### src/rtl/aes_text_sequencer.sv
// aes_text_sequencer
//    Upstream control stage for the AES-128 encryption datapath. It holds a
//    plaintext buffer and issues one block at a time to the encryption core.
//    After each block it waits for the core's finish pulse. It drives the
//    block index shared with the cyphertext RAM, counts blocks, flags the end
//    of a run, and traps a hung core with a watchdog.
//
// Ports
//    clk_i          clock, all logic on the rising edge
//    rst_i          synchronous reset, active-high
//    load_en_i      plaintext buffer write strobe (honoured only when not busy)
//    load_addr_i    buffer write address (addresses >= MEMORY_SIZE dropped)
//    load_data_i    buffer write data
//    go_i           start a run (sampled in IDLE/DONE/ERROR only)
//    num_blocks_i   blocks in the run, latched and clamped on an accepted go_i
//    finish_i       core finish pulse (only honoured in WAIT)
//    pc_o           current block index, to core and cyphertext RAM
//    plaintext_o    block presented to the core
//    start_o        one-cycle core start pulse
//    busy_o         high in FETCH/ISSUE/WAIT
//    done_o         one-cycle pulse at the end of a run
//    timeout_err_o  sticky watchdog error
//
// state  | meaning
// -------+------------------------------------------------------------
// IDLE   | waiting for go_i; buffer writable
// FETCH  | buffer[pc_o] read, plaintext_o registered on exit
// ISSUE  | start_o high for one cycle, watchdog armed
// WAIT   | waiting for finish_i; watchdog counting down
// DONE   | done_o high for one cycle; go_i accepted as in IDLE
// ERROR  | watchdog expired; timeout_err_o held until reset or next run

module aes_text_sequencer #(
   parameter int TEXT_WIDTH     = 128,
   parameter int ADDR_WIDTH     = 4,
   parameter int MEMORY_SIZE    = 16,
   parameter int TIMEOUT_CYCLES = 64
) (
   input  logic                  clk_i,
   input  logic                  rst_i,
   input  logic                  load_en_i,
   input  logic [ADDR_WIDTH-1:0] load_addr_i,
   input  logic [TEXT_WIDTH-1:0] load_data_i,
   input  logic                  go_i,
   input  logic [ADDR_WIDTH:0]   num_blocks_i,
   input  logic                  finish_i,
   output logic [ADDR_WIDTH-1:0] pc_o,
   output logic [TEXT_WIDTH-1:0] plaintext_o,
   output logic                  start_o,
   output logic                  busy_o,
   output logic                  done_o,
   output logic                  timeout_err_o
);

   // The watchdog is a down-counter loaded with TIMEOUT_CYCLES-2 when the
   // block is issued. Terminal count zero in WAIT without finish_i is the
   // cycle where an up-count from zero would reach TIMEOUT_CYCLES-1. That
   // puts the error flag exactly TIMEOUT_CYCLES cycles after start_o.
   localparam int WD_WIDTH = (TIMEOUT_CYCLES > 2) ? $clog2(TIMEOUT_CYCLES - 1) : 1;
   localparam logic [WD_WIDTH-1:0]   WD_LOAD  = WD_WIDTH'(TIMEOUT_CYCLES - 2);
   localparam logic [WD_WIDTH-1:0]   WD_ONE   = 1;
   localparam logic [ADDR_WIDTH-1:0] PC_ONE   = 1;
   localparam logic [ADDR_WIDTH:0]   N_ONE    = 1;
   localparam logic [ADDR_WIDTH:0]   N_MAX    = (ADDR_WIDTH + 1)'(MEMORY_SIZE);

   typedef enum logic [2:0] {
      S_IDLE,
      S_FETCH,
      S_ISSUE,
      S_WAIT,
      S_DONE,
      S_ERROR
   } state_t;

   state_t                state;
   logic [ADDR_WIDTH:0]   n_blocks;
   logic [WD_WIDTH-1:0]   wd_cnt;
   logic [TEXT_WIDTH-1:0] mem [MEMORY_SIZE];

   logic                  idle_like;
   logic                  go_accept;
   logic                  wr_en;
   logic                  last_blk;
   logic [ADDR_WIDTH:0]   n_clamped;

   assign idle_like = (state == S_IDLE) || (state == S_DONE) || (state == S_ERROR);
   assign go_accept = idle_like && go_i && (num_blocks_i != '0);
   assign wr_en     = idle_like && load_en_i && (int'(load_addr_i) < MEMORY_SIZE);
   assign n_clamped = (num_blocks_i > N_MAX) ? N_MAX : num_blocks_i;
   assign last_blk  = ({1'b0, pc_o} == (n_blocks - N_ONE));

   // Buffer contents deliberately have no reset so this maps onto RAM.
   always_ff @(posedge clk_i) begin
      if (wr_en) begin
         mem[load_addr_i] <= load_data_i;
      end
   end

   always_ff @(posedge clk_i) begin
      if (rst_i) begin
         state         <= S_IDLE;
         pc_o          <= '0;
         plaintext_o   <= '0;
         start_o       <= 1'b0;
         busy_o        <= 1'b0;
         done_o        <= 1'b0;
         timeout_err_o <= 1'b0;
         wd_cnt        <= '0;
         n_blocks      <= '0;
      end else begin
         start_o <= 1'b0;
         done_o  <= 1'b0;
         case (state)
            S_IDLE, S_DONE, S_ERROR: begin
               if (go_accept) begin
                  n_blocks      <= n_clamped;
                  pc_o          <= '0;
                  timeout_err_o <= 1'b0;
                  busy_o        <= 1'b1;
                  state         <= S_FETCH;
               end else if (state == S_DONE) begin
                  state <= S_IDLE;
               end
            end
            S_FETCH: begin
               plaintext_o <= mem[pc_o];
               start_o     <= 1'b1;
               state       <= S_ISSUE;
            end
            S_ISSUE: begin
               wd_cnt <= WD_LOAD;
               state  <= S_WAIT;
            end
            S_WAIT: begin
               // A finish in the terminal-count cycle wins over the timeout.
               if (finish_i) begin
                  if (last_blk) begin
                     busy_o <= 1'b0;
                     done_o <= 1'b1;
                     state  <= S_DONE;
                  end else begin
                     pc_o  <= pc_o + PC_ONE;
                     state <= S_FETCH;
                  end
               end else if (wd_cnt == '0) begin
                  timeout_err_o <= 1'b1;
                  busy_o        <= 1'b0;
                  state         <= S_ERROR;
               end else begin
                  wd_cnt <= wd_cnt - WD_ONE;
               end
            end
            default: begin
               busy_o <= 1'b0;
               state  <= S_IDLE;
            end
         endcase
      end
   end

endmodule

### config.mk
export PLATFORM = sky130hd
export DESIGN_NAME = aes_text_sequencer
export DESIGN_NICKNAME = d
export VERILOG_FILES = /design/src/rtl/aes_text_sequencer.sv
export SDC_FILE = /design/constraint.sdc
export NUM_CORES = 2
export LEC_CHECK = 0
export ABC_AREA = 0
export CAP_MARGIN = 30
export CORE_ASPECT_RATIO = 0.7
export CORE_MARGIN = 8
export CORE_UTILIZATION = 25
export DETAILED_ROUTE_END_ITERATION = 10
export DONT_BUFFER_PORTS = 1
export PLACE_DENSITY = 0.41
export SYNTH_ARGS = -nofsm -noshare
export SYNTH_HDL_FRONTEND = slang
export SYNTH_SLANG_ARGS = --single-unit
### constraint.sdc
create_clock -name clk_i -period 15.91 [get_ports clk_i]
set_input_delay 3.182 -clock clk_i [delete_from_list [all_inputs] [get_ports clk_i]]
set_output_delay 3.182 -clock clk_i [all_outputs]
set_load 0.02 [all_outputs]
== Yosys cells after proc, flatten, opt, wreduce, memory -nomap -nowiden ==
Memory sizes are Yosys's and may differ from the RTL's. A register that Yosys moved wholly into a read port is not among the register bits.
Cells that the tools add are included.
Widths: inputs -> output; s select.

* Equality and inequality tests: 15
* Mux-type cells: 27
* Reduce and logical (&&, ||, !) cells: 19
* Order comparisons: 1
* Bitwise gates (word level): 3
* Add/sub/neg operators: 3

{| class="wikitable"
|+ Operator list
! cell !! number
|-
| $mux 3 || 5
|-
| $mux 4 || 3
|-
| $mux 6 || 2
|-
| $ne 2x2->1 const B || 6
|-
| $pmux 3 s4 || 1
|-
| $pmux 6 s2 || 1
|-
| $reduce_and 4->1 || 3
|-
| $mux 1 || 11
|-
| $ne 3x3->1 const B || 3
|-
| $pmux 4 s2 || 1
|-
| $eq 3x2->1 const B || 2
|-
| $eq 3x3->1 const B || 2
|-
| $logic_not 6->1 || 1
|-
| $reduce_or 3->1 || 2
|-
| $sub 6x1->6 const B || 1
|-
| $eq 4x5->1 || 1
|-
| $gt 5x5->1 const B || 1
|-
| $mux 5 || 1
|-
| $reduce_bool 5->1 || 1
|-
| $sub 5x1->5 const B || 1
|-
| $add 4x1->4 const B || 1
|-
| $reduce_and 2->1 || 2
|-
| $reduce_bool 2->1 || 2
|-
| $eq 3x1->1 const B || 1
|-
| 8 further kinds || 13
|}

* Bits of input ports: 142
* Bits in registers: 22
* Memories: 1
* Word-level logic and storage cells: 77
* Output and inout bits: 136
* Bits in writable memories: 2048

{| class="wikitable"
|+ Memory list
! name !! words !! width !! read ports !! clocked after Yosys merged registers in !! wr ports !! RTL line !! source
|-
| mem || 16 || 128 || 1 || 1 || 1 || 78 || <nowiki>logic [TEXT_WIDTH-1:0] mem [MEMORY_SIZE];</nowiki>
|}

== Depth between registers and ports, before layout ==
* Depth after elaboration: 7
* Depth in mapped cells: 8
* Gate-level depth less buffers: 7

== Worst setup path before layout ==
OpenSTA, ideal clock, no wires.

* Path kind: input -> register
* From: input load_en_i
* To: memory mem[0][0] (enable)
* Data required time: 15.136 ns
* Path slack: 2.843 ns
* Library setup time: 0.774 ns
* Path buffers: 0
* Arrival: 12.293 ns
* Stages on the path: 3
* Cells stage by stage: nand3_1 or3_1 nor3_1

* Cells in the longest elaborated chain, start to end: 3

{| class="wikitable"
|+ RTL lines
! element !! RTL line !! source
|-
| start, declared || 41 || <nowiki>input logic load_en_i,</nowiki>
|-
| $logic_and 1x1->1 || 88 || <nowiki>assign wr_en = idle_like && load_en_i && (int'(load_addr_i) < MEMORY_SIZE);</nowiki>
|-
| $mux 1 || 94 || <nowiki>if (wr_en) begin</nowiki>
|-
| $mux 1 (implied by the code) || 95 || <nowiki>mem[load_addr_i] <= load_data_i;</nowiki>
|-
| end, declared || 78 ||
|}

No other way between the ends.

== Worst setup path after layout ==
* From: input load_en_i
* To: memory mem[11][80] (enable)

Same word-level chain as after synthesis.

==> results.toml <==
[status]
status = "finished, final reports clean"

[drt]
top_layer_used = "met4"
drcViolationCount = 0
drt-vias-per-instance = 4.50
wire_per_inst_microns = 27.1
dr.pass1.iters = 5
met3_length_microns = 18400
drt-met1-wl_microns = 108000
wl_met2_microns = 98200
ant_nets = 0
vias = 37890
drt_iter0_drc = 3105
wl_microns = 228000

[place]
placed_cells = 7996
dp_hpwl_microns = 127000
io_buffers = 0
gp_congestion = 0.689

[synth]
synth_ff_type = "edfxtp_1"
synth_cells = 3749
syn_nets = 3895
seq_area_frac_synth = 0.782
synth-edff-count = 2048
yosys_register_bits = 2198
synth_cell_types = 50
synth-async-reset-ratio = 0
yosysWarnings = 0
synth_area_per_cell_sq_um = 22.0
syn-cell-area_sq_um = 82500

[global_route]
grt_usage = 0.127
grt_start_max_net_pins = 101
antenna_found_initial = 8
grt.overflow.total = 0
first_global_vias = 39299
grt_pass1_wl_microns = 319000

[die]
die_w_microns = 702
core_sq_um = 328000
fp.dieH_microns = 497
dieArea_sq_um = 349000
io_pins = 278
rows = 176
start_util = 0.251

[finish]
final_cell_mix = "2048 x edfxtp_1, 462 x mux4_2, 282 x mux2i_1"
fin_nets = 4016
drive_gt1_frac = 0.240
final_common_cell = "edfxtp_1"
final_cells = 8425
post-route-util = 0.292
syn2layout_area_growth_pct = 16.1
fillers = 31758

[clock_tree]
htree_num_levels = 4
postCtsHoldBufs = 0
clockBufferDepth = 4
cts_tree = "done"
cts_buffers = 227
clk_latency_ns = 0.89
post_cts_buffers = 0
clockRootBuffer = "clkbuf_16"
clk_pin_slew_ns = 0.06
cts.sinks = 2198
cts_resized = 0

[sta]
finalCriticalPeriod_ns = 5.97
hold_ws_ns = 0.481
final_max_slew_viol_count = 0
tightest_slew_ns = 1.03
clock.fmax_ghz = 0.167
skew_ns = 0.0755
fin_crit_sh = 0.375
tns_ns = 0
rsz0062_at_grt = "false"
final_hold_viol_count = 0
setup-violations-final = 0
slew-limit-headroom = 0.313

[setup_path]
path_class = "in -> reg"
cp_max_fo = 47
cp-start-kind = "input port"
crit_arrival_ns = 6.40
end_kind = "flop"
cp_data_required_time_ns = 16.34

[run]
drv_cap = 0

[power_and_ir_drop]
ir_drop_uv = 102
leakagePower_nw = 27.9
p_per_area_nw_per_um2 = 126

[worst_hold_path]
hp-class = "reg -> reg"
registers in the layout, indices dropped and copies added (netlist names), 3 cells and up:
register / flops
mem: 2048
state: 3
pc_o: 4
plaintext_o: 128
n_blocks: 5
wd_cnt: 6
cells by family (layout without fill, tap and decap cells):
group,after synthesis,in the layout,share of synthesized area
adders and majority gates,4,4,0.000607
and+or+nand+nor,265,265,0.0144
muxes,794,794,0.167
DFF,2198,2198,0.782
xor gates and xnor gates,10,10,0.00106
other,0,4,0
AOI/OAI and AO/OA,267,267,0.0234
buffers and inverters,211,522,0.0111
cells in the mapped netlist (4+ instances only):
cell / n / area share
buf_1: 43 / 0.0020
o221ai_1: 103 / 0.011
inv_1: 9 / 0.00041
mux4_2: 462 / 0.13
xnor2_1: 7 / 0.00074
and3_1: 27 / 0.0020
o21ai_0: 51 / 0.0031
nand2_1: 145 / 0.0066
nand2b_1: 4 / 0.00030
nand3_1: 8 / 0.00049
ha_1: 4 / 0.00061
mux2_2: 50 / 0.0068
mux2i_1: 282 / 0.034
nor2_1: 27 / 0.0012
a22oi_1: 25 / 0.0023
edfxtp_1: 2048 / 0.75
a21oi_1: 42 / 0.0025
dfxtp_1: 150 / 0.036
clkbuf_1: 80 / 0.0036
or3_1: 6 / 0.00046
buf_2: 73 / 0.0044
a21boi_0: 25 / 0.0023
nor3_1: 36 / 0.0022
layer usage:
layer / GRT usage / up-vias
met5: 0 / -
met4: 0.0249 / 0
met3: 0.0414 / 256
met2: 0.189 / 905
met1: 0.183 / 20726
li1: - / 16003
where the power goes:
group          total [mW]  internal (mW)  switching (mW)
Combinational       0.214         0.0721           0.142
Clock                5.37           3.13            2.24
Sequential           6.50           6.41          0.0862
through the flow:
step / total power [mW] / setup WS, ns / area [sq um]
6_report: 12.1 / 9.94 / 95700
3_3_place_gp: 6.84 / 8.98 / 87900
4_1_cts: 12.3 / 9.77 / 95600
5_1_grt: 12.5 / 9.50 / 95700
2_1_floorplan: 6.74 / 2.84 / 82500
3_5_place_dp: 6.85 / 9.00 / 88100
worst paths after layout:
check / start / end / slack (ns) / depth (start not counted)
worst min-delay path: n_blocks[4] / n_blocks[4] / 0.48 / 2
worst max-delay path: load_en_i / mem[11][80] / 9.94 / 7
worst max register to register: pc_o[0] / plaintext_o[16] / 10.06 / 8
worst min register to register: n_blocks[4] / n_blocks[4] / 0.48 / 2
critical path, stage by stage:
cell and delay [ns]:
nand3_1 0.10, nor2_1 0.11, nand2_1 0.25, nor2_4 0.17, buf_4 0.63, buf_4 0.83, buf_4 0.87
layout make-up:
class                   instances  area [sq um]  area share
diodes                          4          10.0    0.000105
clock buffers                 320          6460      0.0675
clock inverters                99          1020      0.0106
inverters                       9          33.8    0.000353
multi-input cells            1340         17200       0.180
flip-flops and latches       2198         64500       0.674
well taps                    4361          5460      0.0570
repair buffers                 94          1050      0.0110
No activity file was read; power rests on OpenSTA's default activity.
